--- src/rtl/ppu_fetch_if.sv ---
// ppu_fetch_if: instruction-memory and ID-stage handshake bundle of the PPU fetch unit.
interface ppu_fetch_if #(parameter int ADDR_W = 9);
   logic              imem_req;
   logic [ADDR_W-1:0] imem_addr;
   logic [31:0]       imem_rdata;
   logic [31:0]       id_instr;
   logic [31:0]       id_pc;
   logic              id_valid;
   logic              id_ready;
   logic              redirect;
   logic [31:0]       redirect_target;
   logic              fetch_misalign;
   modport master (
      output imem_req, imem_addr, id_instr, id_pc, id_valid, fetch_misalign,
      input  imem_rdata, id_ready, redirect, redirect_target
   );
   modport slave (
      input  imem_req, imem_addr, id_instr, id_pc, id_valid, fetch_misalign,
      output imem_rdata, id_ready, redirect, redirect_target
   );
endinterface

--- src/rtl/ppu_fetch_unit.sv ---
// ppu_fetch_unit: PC generation, synchronous imem requests, 2-entry instruction queue, redirect squash.
// Optional macro PPU_FETCH_ALIGN_CHECK_EN enables the sticky misaligned-redirect flag.
module ppu_fetch_unit #(
   parameter int          ADDR_W   = 9,
   parameter logic [31:0] RESET_PC = 32'h0000_0000
) (
   input logic        clk,
   input logic        reset,
   ppu_fetch_if.master bus
);
   logic [31:0] fetch_pc, inflight_pc, tgt;
   logic [31:0] q_pc [2];
   logic [31:0] q_instr [2];
   logic        inflight, inflight_epoch, epoch, head, tail, pop, push, misalign;
   logic [1:0]  count;
   assign tgt           = {bus.redirect_target[31:2], 2'b00};
   assign pop           = bus.id_valid & bus.id_ready;
   // Responses issued before the last redirect carry the old epoch and are dropped.
   assign push          = inflight & (inflight_epoch == epoch);
   assign bus.id_valid  = count != 2'd0;
   assign bus.id_pc     = q_pc[head];
   assign bus.id_instr  = q_instr[head];
   assign bus.imem_req  = !reset & (bus.redirect |
                          (({1'b0, count} + {2'b0, inflight} - {2'b0, pop}) < 3'd2));
   assign bus.imem_addr = bus.redirect ? tgt[ADDR_W-1:0] : fetch_pc[ADDR_W-1:0];
   always_ff @(posedge clk or posedge reset) begin
      if (reset) begin
         fetch_pc       <= RESET_PC;
         inflight       <= 1'b0;
         inflight_pc    <= '0;
         inflight_epoch <= 1'b0;
         epoch          <= 1'b0;
         head           <= 1'b0;
         tail           <= 1'b0;
         count          <= '0;
         q_pc           <= '{default: '0};
         q_instr        <= '{default: '0};
      end else if (bus.redirect) begin
         epoch          <= ~epoch;
         inflight       <= 1'b1;
         inflight_pc    <= tgt;
         inflight_epoch <= ~epoch;
         fetch_pc       <= tgt + 32'd4;
         head           <= 1'b0;
         tail           <= 1'b0;
         count          <= '0;
      end else begin
         if (push) begin
            q_pc[tail]    <= inflight_pc;
            q_instr[tail] <= bus.imem_rdata;
            tail          <= ~tail;
         end
         if (pop) head <= ~head;
         count    <= count + {1'b0, push} - {1'b0, pop};
         inflight <= bus.imem_req;
         if (bus.imem_req) begin
            inflight_pc    <= fetch_pc;
            inflight_epoch <= epoch;
            fetch_pc       <= fetch_pc + 32'd4;
         end
      end
   end
`ifdef PPU_FETCH_ALIGN_CHECK_EN
   always_ff @(posedge clk or posedge reset) begin
      if (reset) misalign <= 1'b0;
      else if (bus.redirect && bus.redirect_target[1:0] != 2'b00) misalign <= 1'b1;
   end
`else
   assign misalign = &{1'b0, bus.redirect_target[1:0]};
`endif
   assign bus.fetch_misalign = misalign;
endmodule

--- src/flat_wrapper.sv ---
// flat-port wrapper written by rule: the top's interface ports become plain ports
module ppu_fetch_unit_flat 
#(
   parameter int          ADDR_W   = 9,
   parameter logic [31:0] RESET_PC = 32'h0000_0000
)
  (clk, reset, bus_imem_req, bus_imem_addr, bus_id_instr, bus_id_pc, bus_id_valid, bus_fetch_misalign, bus_imem_rdata, bus_id_ready, bus_redirect, bus_redirect_target);
  ppu_fetch_if #(.ADDR_W(ADDR_W)) bus_i ();
  input logic clk;
  input logic reset;
  output wire logic [$bits(bus_i.imem_req)-1:0] bus_imem_req;
  output wire logic [$bits(bus_i.imem_addr)-1:0] bus_imem_addr;
  output wire logic [$bits(bus_i.id_instr)-1:0] bus_id_instr;
  output wire logic [$bits(bus_i.id_pc)-1:0] bus_id_pc;
  output wire logic [$bits(bus_i.id_valid)-1:0] bus_id_valid;
  output wire logic [$bits(bus_i.fetch_misalign)-1:0] bus_fetch_misalign;
  input wire logic [$bits(bus_i.imem_rdata)-1:0] bus_imem_rdata;
  input wire logic [$bits(bus_i.id_ready)-1:0] bus_id_ready;
  input wire logic [$bits(bus_i.redirect)-1:0] bus_redirect;
  input wire logic [$bits(bus_i.redirect_target)-1:0] bus_redirect_target;
  assign bus_imem_req = bus_i.imem_req;
  assign bus_imem_addr = bus_i.imem_addr;
  assign bus_id_instr = bus_i.id_instr;
  assign bus_id_pc = bus_i.id_pc;
  assign bus_id_valid = bus_i.id_valid;
  assign bus_fetch_misalign = bus_i.fetch_misalign;
  assign bus_i.imem_rdata = bus_imem_rdata;
  assign bus_i.id_ready = bus_id_ready;
  assign bus_i.redirect = bus_redirect;
  assign bus_i.redirect_target = bus_redirect_target;
  ppu_fetch_unit #(.ADDR_W(ADDR_W), .RESET_PC(RESET_PC)) u_core (.clk(clk), .reset(reset), .bus(bus_i));
endmodule
--- config.mk ---
export PLATFORM = sky130hd
export DESIGN_NAME = ppu_fetch_unit_flat
export DESIGN_NICKNAME = d
export VERILOG_FILES = /design/src/rtl/ppu_fetch_if.sv /design/src/rtl/ppu_fetch_unit.sv /design/src/flat_wrapper.sv
export SDC_FILE = /design/constraint.sdc
export NUM_CORES = 1
export LEC_CHECK = 0
export ABC_AREA = 1
export BUFFER_PORTS_ARGS = -buffer_cell sky130_fd_sc_hd__buf_2
export CORE_UTILIZATION = 56
export CTS_BUF_LIST = sky130_fd_sc_hd__clkbuf_8
export DETAILED_ROUTE_END_ITERATION = 8
export GPL_TIMING_DRIVEN = 0
export PLACE_DENSITY = 0.79
export SYNTH_ARGS = -nofsm -noshare
export SYNTH_HDL_FRONTEND = slang
export SYNTH_SLANG_ARGS = --single-unit
--- constraint.sdc ---
create_clock -name clk -period 6.26 [get_ports clk]
set_input_delay 0.313 -clock clk [delete_from_list [all_inputs] [get_ports clk]]
set_output_delay 0.313 -clock clk [all_outputs]
set_load 0.05 [all_outputs]
==> metrics.txt, run 1 <==
CP startpoint kind flop; Global Route met2 Usage a little over two fifths; grt ovf 0; crit end category output port; Synth Flop Type dfrtp_1; setup bufs post-CTS 0; period utilization between 50% and 60%; Slew Viols, Final 0; drc violations 0; row count 46; Synth Warn # 0; busiest layer in global routing met2; post-synth top area cell dfrtp_1; Clock transition at path regs 90 ps; count of final setup violators 0; Initial Util 58.0%; routed wire length 22,600 um; First DRT Iteration DRCs 578; worst skew pair latency 480 ps; HPWL after DPL 16,300 um; Final ANT Viol Nets 0; Port-buffer cells 135; Hold Violations, Final 0; setup tns final 0 ps; Avg Cell Area, Syn 7.69 um^2; CTS tree done; clk sinks 191; Final Skew 9.69 ps; status completed; Hold/Removal Path Class in2reg; final critical-path required period 3270 ps; Area growth syn-to-layout 15.5%; EDFF count, synth 0; Synth area leaders dfrtp_1 (51%), nand2_1 (22%), o21ai_0 (8.5%), inv_1 (4.3%), nand2_2 (2.1%); Logic pwr share 47.3%; CP required approximately 6000 ps; Crit path arrival time 2960 ps; Yosys top cell area share 51.1%; routed vias 8,216; met1 Usage GRT 38.4%; chip height 131 um; top cells by instance count after synthesis nand2_1 (536), dfrtp_1 (191), o21ai_0 (159), inv_1 (107), nand3_1 (33); global-route wire length before repair 36,900 um; drt pass-1 iters 6; Slew @ Worst Pin between 500 and 600 ps; area of the mapped netlist 0.00935 mm^2; P_leak 5.79 nW; Peak VDD IR 0.286 mV; largest net degree at the start of global routing between 100 and 150; Core Region 0.0161 mm^2; CTS root buf clkbuf_8; final-stage net count 1,447; number of global-route vias before repair 7,260; crit-path max FO 5; Num CTS Buffers 17; Max Cap Viol 0; die area 0.0172 mm^2; number of library cell types mapped by synthesis 35; Psw 0.00266 W; fraction of layout cells with a size suffix above 1 18.6%; initial antenna violation count 0; Power Total 0.00559 W; cts repair resizes 0; switch share 47.7%; Max Root-Sink Buffers 2; Inserted Diodes 0; Slew headroom ~60%; Max Fclk 0.306 GHz; Internal 0.00293 W; sequential share of power 36.9%; crit path kind reg2out; WL/cell 14.1 um; RSZ-0062 raised after global routing false; most common cell in the netlist nand2_1; pwr/cell area around 520 mW/mm^2; Ports roughly 140; Via-to-Cell Ratio 5.12; post-synthesis cell count between 1k and 1.5k; grt met3 use 4.67%; H-tree depth 4; Seq/Total Area, Yosys 51.1%; Synth Register Bits roughly 190; global placer's final weighted congestion 0.948; Async SR Flop Fraction 100%; Clk pwr share 15.9%; Overall Global Routing Usage 27.2%; Die X approximately 130 um
per-stage QoR:
stage               util [%]  cells  instance area [um^2]  hold slack, ps  setup slack [ps]
finish                  67.0   1604                 10800            97.8              2990
global route            67.0   1604                 10800            98.6              2770
CTS                     67.0   1604                 10800            81.4              2940
detailed placement      64.2   1572                 10300             454              3250
global placement        64.0   1571                 10300             457             -1360
floorplan                  -   1220                  9360             442               748
cell families after synthesis:
logic type	Yosys count	share of synthesized area (%)
DFF	191	51.1
AOI/OAI and AO/OA	179	9.99
xor gates and xnor gates	7	0.656
buffers and inverters	173	8.23
and+or+nand+nor	662	29.5
adders and majority gates	3	0.482
other	1	0.0401
state kept, by name (all words and copies together), names as in the netlist:
name	cells
u_core.count	2
u_core.epoch	1
u_core.fetch_pc	30
u_core.head	1
u_core.inflight	1
u_core.inflight_epoch	1
u_core.inflight_pc	30
u_core.q_instr	64
u_core.q_pc	60
u_core.tail	1
power groups by stage:
stage | Clock (W) | Sequential (W) | Combinational (W)
CTS | 0.000896 | 0.00205 | 0.00265
global route | 0.000950 | 0.00212 | 0.00288
floorplan | 0 | 0.00202 | 0.00201
finish | 0.000886 | 0.00206 | 0.00264
global placement | 0 | 0.00205 | 0.00258
detailed placement | 0 | 0.00207 | 0.00264
cell usage in the layout, fill, tap and decap left out, drive strengths merged, types with 2 or more instances in the layout:
cell / Yosys / routed
o21bai: 7 / 7
inv: 109 / 110
dfrtp: 191 / 191
nand3: 34 / 34
clkbuf: 29 / 52
conb: 1 / 5
bufinv: 0 / 3
nand3b: 8 / 8
buf: 34 / 170
clkinvlp: 0 / 3
xor2: 5 / 5
nand2: 571 / 571
xnor2: 2 / 2
nor2: 45 / 45
ha: 2 / 2
or2: 2 / 2
a21oi: 4 / 4
clkinv: 1 / 2
o21ai: 165 / 165
nand4: 2 / 2
layer usage:
| layer | share of wire, % | vias to the layer above |
|---|---|---|
| li1 | - | 4064 |
| met1 | 46 | 3847 |
| met2 | 48 | 276 |
| met3 | 5.3 | 29 |
| met4 | 1.5 | 0 |
| met5 | 0 | - |
repair_timing:
action,4_1_cts,5_1_grt
endpoints found under the setup margin,0,0
hold buffers,1,0
endpoints found under the hold margin,77,0
area by class of cell:
type	count	area, um^2
Fill cell	1373	5320
Multi-Input combinational cell	856	3810
Clock inverter	8	126
Inverter	110	425
Tap cell	216	270
Clock buffer	23	317
Sequential cell	191	4780
Buffer	63	352
Timing Repair Buffer	137	713
worst paths after layout:
kind	from	endpoint	slack, ps	depth (start not counted)
setup / recovery	u_core.count[1]	bus_imem_req	2990	9
hold / removal	bus_imem_rdata[9]	u_core.q_instr[41]	100	3
setup reg to reg	u_core.count[1]	u_core.fetch_pc[25]	3170	11
hold reg to reg	u_core.fetch_pc[18]	u_core.fetch_pc[18]	480	2
max in group asynchronous	reset	u_core.q_instr[54]	4870	4
min in group asynchronous	reset	u_core.count[0]	460	3
worst max-delay path, cell delays in order, from the launching register on:
cell	delay, ps
dfrtp_1	460
or2_2	310
nand2_1	220
inv_1	90
nor2_1	90
o21ai_0	120
fa_1	530
nand3_1	140
a21oi_1	220
buf_2	300
No activity file was read; power rests on OpenSTA's default activity.
==> run 2, diff against run 1 <==
Settings changed: ABC_AREA 1 to 0.
Clock period 6.26 ns to 3.1 ns, I/O delays scaled along.
==> run 2 against run 1 <==
Against the previous run: critical path depth shrank 1; setup slack lost 2800 ps; hold slack lost 67 ps; global-route usage shrank 1.2 points; count of clock-buffer cells in the layout shrank 6; combinational power grew 120%; sequential power grew 100%; clock skew shrank 1.9 ps; non-clock buffer count grew 41; sequential cell count is the same; cell count shrank 25%; synthesized cell count shrank 38%; critical path type unchanged.
==> metrics.txt, run 2 <==
status completed; row count 46 (unchanged); CTS root buf clkbuf_8; Avg Cell Area, Syn 12.3 um^2 (+60%); routed vias 6,632 (-19%); chip height 131 um (about the same); Synth Warn # 0 (unchanged); Initial Util 58.1% (+0.11 points); Crit Reg-Reg Startpoint u_core.count[1]; count of final setup violators 0 (unchanged); Critical Path Stages 8 (-1); Worst Path Buf+Inv 1 (-1); reg2reg path depth 10 (-1); largest net degree at the start of global routing 44 (-62%); multi-input logic area 0.00434 mm^2 (+14%); Overall Global Routing Usage 26.0% (-1.2 points); Peak VDD IR 0.685 mV (+140%); Final ANT Viol Nets 0 (unchanged); period utilization roughly 94%; crit path to bus_imem_req; First DRT Iteration DRCs 283 (-51%); Crit path arrival time 2750 ps (-210 ps); worst skew pair latency 450 ps (-30 ps); max FFs per register 64 (unchanged); Max Fclk 0.344 GHz; H-tree depth 4 (unchanged); Largest Register u_core.q_instr; Hold Slack 30.8 ps (-67.0 ps); FILL cells 1,126 (-18%); commonest non-fill, non-tap cells in the layout mux2_2 (192), dfrtp_1 (191), buf_2 (147), nand2_1 (55), dlygate4sd3_1 (53); post-synth top area cell dfrtp_1; top cells by instance count after synthesis mux2_2 (192), dfrtp_1 (191), nand2_1 (55), mux2i_1 (42), nor2_1 (35); fraction of layout cells with a size suffix above 1 40.6% (+22 points); placed insts 1,118 (-29%); CP startpoint u_core.count[1]; fin cells 1,204 (-25%); global-route wire length before repair 34,100 um (-7.6%); Critical R2R Capture u_core.fetch_pc[20]; most common cell in the netlist mux2_2; crit end category output port; met1 wire length 9390 um (-9.1%); Yosys top cell area share 51.2% (+0.089 points); met3 wire len 1190 um (-1.2%); Hold/Removal Path Class in2reg; post-synthesis cell count 758 (-38%); clk sinks 191 (unchanged); Ports 144 (unchanged); area of the mapped netlist 0.00933 mm^2 (-0.17%); Port-buffer cells 136 (+0.74%); most common cell after layout, fill and taps aside mux2_2; die area 0.0172 mm^2 (-0.17%); drc violations 0 (unchanged); slowest stage delay, CP 450 ps (-80 ps); Num CTS Buffers 17 (unchanged); Slew headroom 43.7% (-17 points); Seq/Total Area, Yosys 51.2% (+0.089 points); Final Skew 7.79 ps (-1.91 ps); CP startpoint kind flop; WL/cell 17.5 um (+24%); Die X 131 um (about the same); number of global-route vias before repair 6,791 (-6.5%); P_leak 5.10 nW (-12%); global placer's final weighted congestion 0.924 (-2.5%); drt pass-1 iters 4 (-2); Worst path slowest cell dfrtp_1; Synth Flop Type dfrtp_1; RSZ-0062 raised after global routing false; biggest regs u_core.q_instr (64), u_core.q_pc (60); register area 0.00478 mm^2 (unchanged); Clock transition at path regs 90 ps (about the same); initial antenna violation count 1 (+1); CP required 2940 ps (-3010 ps); crit-path max FO 4 (-1); metal2 WL 10,100 um (-6.1%); Hold Violations, Final 0 (unchanged); EDFF count, synth 0 (unchanged); Synth Register Bits 191 (unchanged); CTS tree done; Slew @ Worst Pin 845 ps (+258 ps); Max Root-Sink Buffers 2 (unchanged); final-stage net count 1,045 (-28%); Slew Viols, Final 0 (unchanged); Async SR Flop Fraction 100% (unchanged); grt ovf 0 (unchanged); r2r setup slk 320 ps (-2850 ps); routed wire length 21,000 um (-7.0%); crit path kind reg2out; final critical-path required period 2910 ps; pwr/cell area 1040 mW/mm^2 (+100%); CP delay by family, top simple AND/OR/NAND/NOR gates; HPWL after DPL 14,900 um (-8.7%); Via-to-Cell Ratio 5.51 (+7.5%); Area growth syn-to-layout 22.1%; Synth area leaders dfrtp_1 (51%), mux2_2 (23%), mux2i_1 (4.5%), xor2_1 (3.0%), xnor2_1 (2.3%); number of library cell types mapped by synthesis 45 (+29%); highest routed layer met4; Core Region 0.0161 mm^2 (-0.36%); Max Cap Viol 0 (unchanged); crit-path cells or2_2 > nand2_1 > nor2_1 > fa_1 > xnor2_1 > a21oi_1 > nor2_2 > buf_2
-- run 2: worst min-delay path by stage --
stage,from,end,depth (start not counted)
2_1_floorplan,bus_redirect_target[10],u_core.inflight_pc[10],2
3_3_place_gp,bus_imem_rdata[28],u_core.q_instr[28],2
3_5_place_dp,reset,u_core.q_pc[51],2
4_1_cts,bus_redirect_target[18],u_core.inflight_pc[18],3
5_1_grt,bus_redirect_target[18],u_core.inflight_pc[18],3
6_report,bus_redirect_target[18],u_core.inflight_pc[18],3
-- run 2: cell families after synthesis --
family / after synthesis / share of synthesized area [%]
compound gates: 57 / 3.53
xor+xnor: 56 / 5.26
fa+ha+maj: 3 / 0.483
buf+inv: 52 / 2.74
flops: 191 / 51.2
mux: 234 / 27.7
other cells: 1 / 0.0402
simple gates: 164 / 9.04
-- run 2: layer usage --
layer  vias to the layer above  track usage [%]
met5                         -                0
met4                         0             8.99
met3                        28             4.67
met2                       220             42.9
met1                      3286             34.8
li1                       3098                -
-- run 2: layout make-up --
cell class	count	area share (%)
sequential	191	42.0
buffer	47	2.38
multi-input combinational	519	38.1
antenna	1	0.0220
clock inverter	15	1.57
clock buffer	17	2.05
tap	216	2.37
timing repair buffer	194	11.4
inverter	4	0.165
-- run 2: power by group --
group	internal, W	switching [W]
logic	0.00223	0.00370
clock network	0.000864	0.000840
registers	0.00356	0.000598
total	0.00665	0.00514
-- run 2: through the flow --
stage | setup slack (ps) | power, W | utilization [%] | setup TNS, ps | cell area [um^2]
after CTS | 157 | 0.0118 | 70.9 | 0 | 11400
after detailed placement | -532 | 0.0101 | 65.0 | -4330 | 10400
after floorplan | -1080 | 0.00879 | - | -58670 | 9410
final | 192 | 0.0118 | 70.9 | 0 | 11400
after global placement | -2670 | 0.00990 | 64.5 | -282110 | 10400
after global routing | 57.2 | 0.0125 | 70.9 | 0 | 11400
-- run 2: timing repair --
item / 4_1_cts / 5_1_grt
cloned: 0 / 0
gates resized for setup: 0 / 1
hold buffers: 53 / 0
pin swaps: 1 / 0
setup buffers: 1 / 0
endpoints found under the hold margin: 114 / 0
setup endpoints to repair: 3 / 1
-- run 2: worst min-delay path, delay by kind of cell --
kind / cells / cell delay, ps
AO/OA/AOI/OAI: 1 / 70
buffers and inverters: 1 / 160
AND/OR/NAND/NOR: 1 / 60
==> run 3, diff against run 2 <==
Settings changed: CELL_PAD_IN_SITES_DETAIL_PLACEMENT from default to 1, CELL_PAD_IN_SITES_GLOBAL_PLACEMENT from default to 1, CORE_UTILIZATION 56 to 47, PLACE_DENSITY 0.79 to default, PLACE_DENSITY_LB_ADDON from default to 0.1.
==> run 3 against run 2 <==
Against the previous run: cell count up 4.3%; hold slack better by 31 ps; die area increased by 19%; critical endpoint is now u_core.fetch_pc[28]; core utilization decreased by 12 points; sequential share of layout area shrank 0.46 points; sequential power about the same; power increased by 0.99%; largest cell class unchanged.
==> metrics.txt, run 3 (synthesis results as in run 2) <==
fin cells 1,256 (+4.3%); global placer's final weighted congestion 0.879 (-4.9%); crit path to u_core.fetch_pc[28]; period utilization 93.5% (-0.29 points); Via-to-Cell Ratio 5.39 (-2.2%); Final ANT Viol Nets 0 (unchanged); most common cell after layout, fill and taps aside mux2_2; Power Total 0.0119 W (+0.99%); drc violations 0 (unchanged); chip height 143 um (+9.0%); Critical R2R Capture u_core.fetch_pc[20]; final-stage net count 1,049 (+0.38%); P_leak 5.12 nW (+0.37%); clk sinks 191 (unchanged); placed insts 1,168 (+4.5%); Hold/Removal Path Class in2reg; Area growth syn-to-layout 23.4%; die area 0.0204 mm^2 (+19%); crit end category flop; crit path kind in2reg; global-route wire length before repair 39,400 um (+15%); Psw 0.00532 W (+3.4%); CP startpoint bus_redirect; CTS tree done; number of global-route vias before repair 7,513 (+11%); fraction of layout cells with a size suffix above 1 41.3% (+0.64 points); commonest non-fill, non-tap cells in the layout mux2_2 (192), dfrtp_1 (191), buf_2 (146), nand2_1 (55), dlygate4sd3_1 (54); setup tns final 0 ps (unchanged); Final Util 59.2% (-12 points); crit-path max FO 19 (+15); CTS root buf clkbuf_8; pwr/cell area 1030 mW/mm^2 (-0.11%); Slew Viols, Final 0 (unchanged); Clk pwr share 14.2% (-0.2 points); Logic pwr share 50.7% (+0.4 points); HPWL after DPL 17,000 um (+15%); drt pass-1 iters 4 (unchanged); Ports 144 (unchanged); Inserted Diodes 0 (-1); final critical-path required period 2900 ps (-9.00 ps); Internal 0.00659 W (-0.89%); Crit Reg-Reg Startpoint u_core.count[1]; First DRT Iteration DRCs 204 (-28%); Final Skew 14.9 ps (+7.07 ps); Max Root-Sink Buffers 2 (unchanged); Slew @ Worst Pin 973 ps (+128 ps); Hold Violations, Final 0 (unchanged); Die X 143 um (+9.0%); reg2reg path depth 10 (unchanged); switch share 44.7% (+1.0 points); Clock transition at path regs 100 ps (about the same); Max Cap Viol 0 (unchanged); sequential share of power 35.2% (about the same); worst skew pair latency 470 ps (+20 ps); max FFs per register 64 (unchanged); CP startpoint kind input pin; WL/cell 19.3 um (+10%); CP required 3410 ps (+470 ps); Port-buffer cells 136 (unchanged); r2r setup slk 220 ps (-100 ps); H-tree depth 4 (unchanged); largest net degree at the start of global routing 44 (unchanged); Overall Global Routing Usage 25.3% (-0.78 points); RSZ-0062 raised after global routing false; biggest regs u_core.q_instr (64), u_core.q_pc (60); Largest Register u_core.q_instr; Initial Util 47.9% (-10 points); Slew headroom 35.2% (-8.5 points); routed vias 6,769 (+2.1%); routed wire length 24,200 um (+15%); grt ovf 0 (unchanged); Core Region 0.0195 mm^2 (+21%); Max Fclk 0.345 GHz (+0.31%); FILL cells 2,024 (+80%); Num CTS Buffers 17 (unchanged); Crit path arrival time 3210 ps (+460 ps); Peak VDD IR 0.525 mV (-23%); count of final setup violators 0 (unchanged); row count 51 (+11%); initial antenna violation count 0 (-1); status completed
## run 3: changes by cell type in the layout (fill, tap and decap cells not counted), moves of 3 or more
cell | before | now
clkbuf_8 | 18 | 24
clkinv_2 | 3 | 0
inv_1 | 7 | 3
bufinv_16 | 4 | 1
buf_4 | 8 | 11
clkinv_4 | 1 | 5
## run 3: timing repair
| item | 4_1_cts | 5_1_grt |
|---|---|---|
| gates resized for setup | 2 | 2 |
| setup buffers | 0 | 3 |
| hold endpoints to repair | 169 | 0 |
| pin swaps | 0 | 1 |
| hold buffers | 54 | 0 |
| setup endpoints to repair | 8 | 1 |
## run 3: worst min-delay path by stage
stage / start / endpoint / slack, ps / depth (start not counted)
after floorplan: bus_redirect_target[10] / u_core.inflight_pc[10] / 280 / 2
after global placement: bus_imem_rdata[21] / u_core.q_instr[21] / 400 / 2
after detailed placement: reset / u_core.q_pc[50] / 150 / 2
after CTS: bus_redirect_target[9] / u_core.fetch_pc[9] / 20 / 4
after global routing: bus_redirect_target[9] / u_core.fetch_pc[9] / 60 / 4
final: bus_redirect_target[9] / u_core.fetch_pc[9] / 60 / 4
## run 3: layout make-up
class	instances	area (um^2)	share of cell area, %
sequential	191	4780	41.5
timing repair buffer	198	1350	11.7
clock buffer	23	317	2.75
multi-input combinational	519	4350	37.8
buffer	47	272	2.36
clock inverter	9	103	0.891
inverter	4	18.8	0.163
tap	265	332	2.88
## run 3: per-stage QoR
| step | hold WS (ps) | setup slack (ps) | area (um^2) |
|---|---|---|---|
| after floorplan | 276 | -1080 | 9410 |
| after global placement | 400 | -2620 | 10400 |
| after detailed placement | 154 | -620 | 10500 |
| after CTS | 20.4 | 33.8 | 11500 |
| after global routing | 59.3 | 30.3 | 11500 |
| final | 62.1 | 201 | 11500 |
## run 3: power by group through the flow
stage / clock, W / combinational, W / sequential (W)
after floorplan: 0 / 0.00480 / 0.00400
after global placement: 0 / 0.00578 / 0.00411
after CTS: 0.00174 / 0.00605 / 0.00418
final: 0.00169 / 0.00604 / 0.00419
after global routing: 0.00182 / 0.00640 / 0.00433
after detailed placement: 0 / 0.00596 / 0.00423
## run 3: routing by layer
| layer | vias up | wire [um] | global-route usage, % |
|---|---|---|---|
| li1 | 3107 | - | - |
| met1 | 3481 | 10300 | 30.8 |
| met2 | 148 | 12600 | 45.3 |
| met3 | 33 | 973 | 3.89 |
| met4 | 0 | 413 | 8.94 |
| met5 | - | 0 | 0 |
## run 3: worst max-delay path, stage by stage
cell,delay (ps)
buf_2,140
buf_6,170
buf_4,180
buf_2,380
mux2_2,280
ha_1,220
nand4b_1,130
a21oi_1,450
nand4_2,300
buf_2,290
nor4_2,250
xnor2_1,150
mux2i_1,90
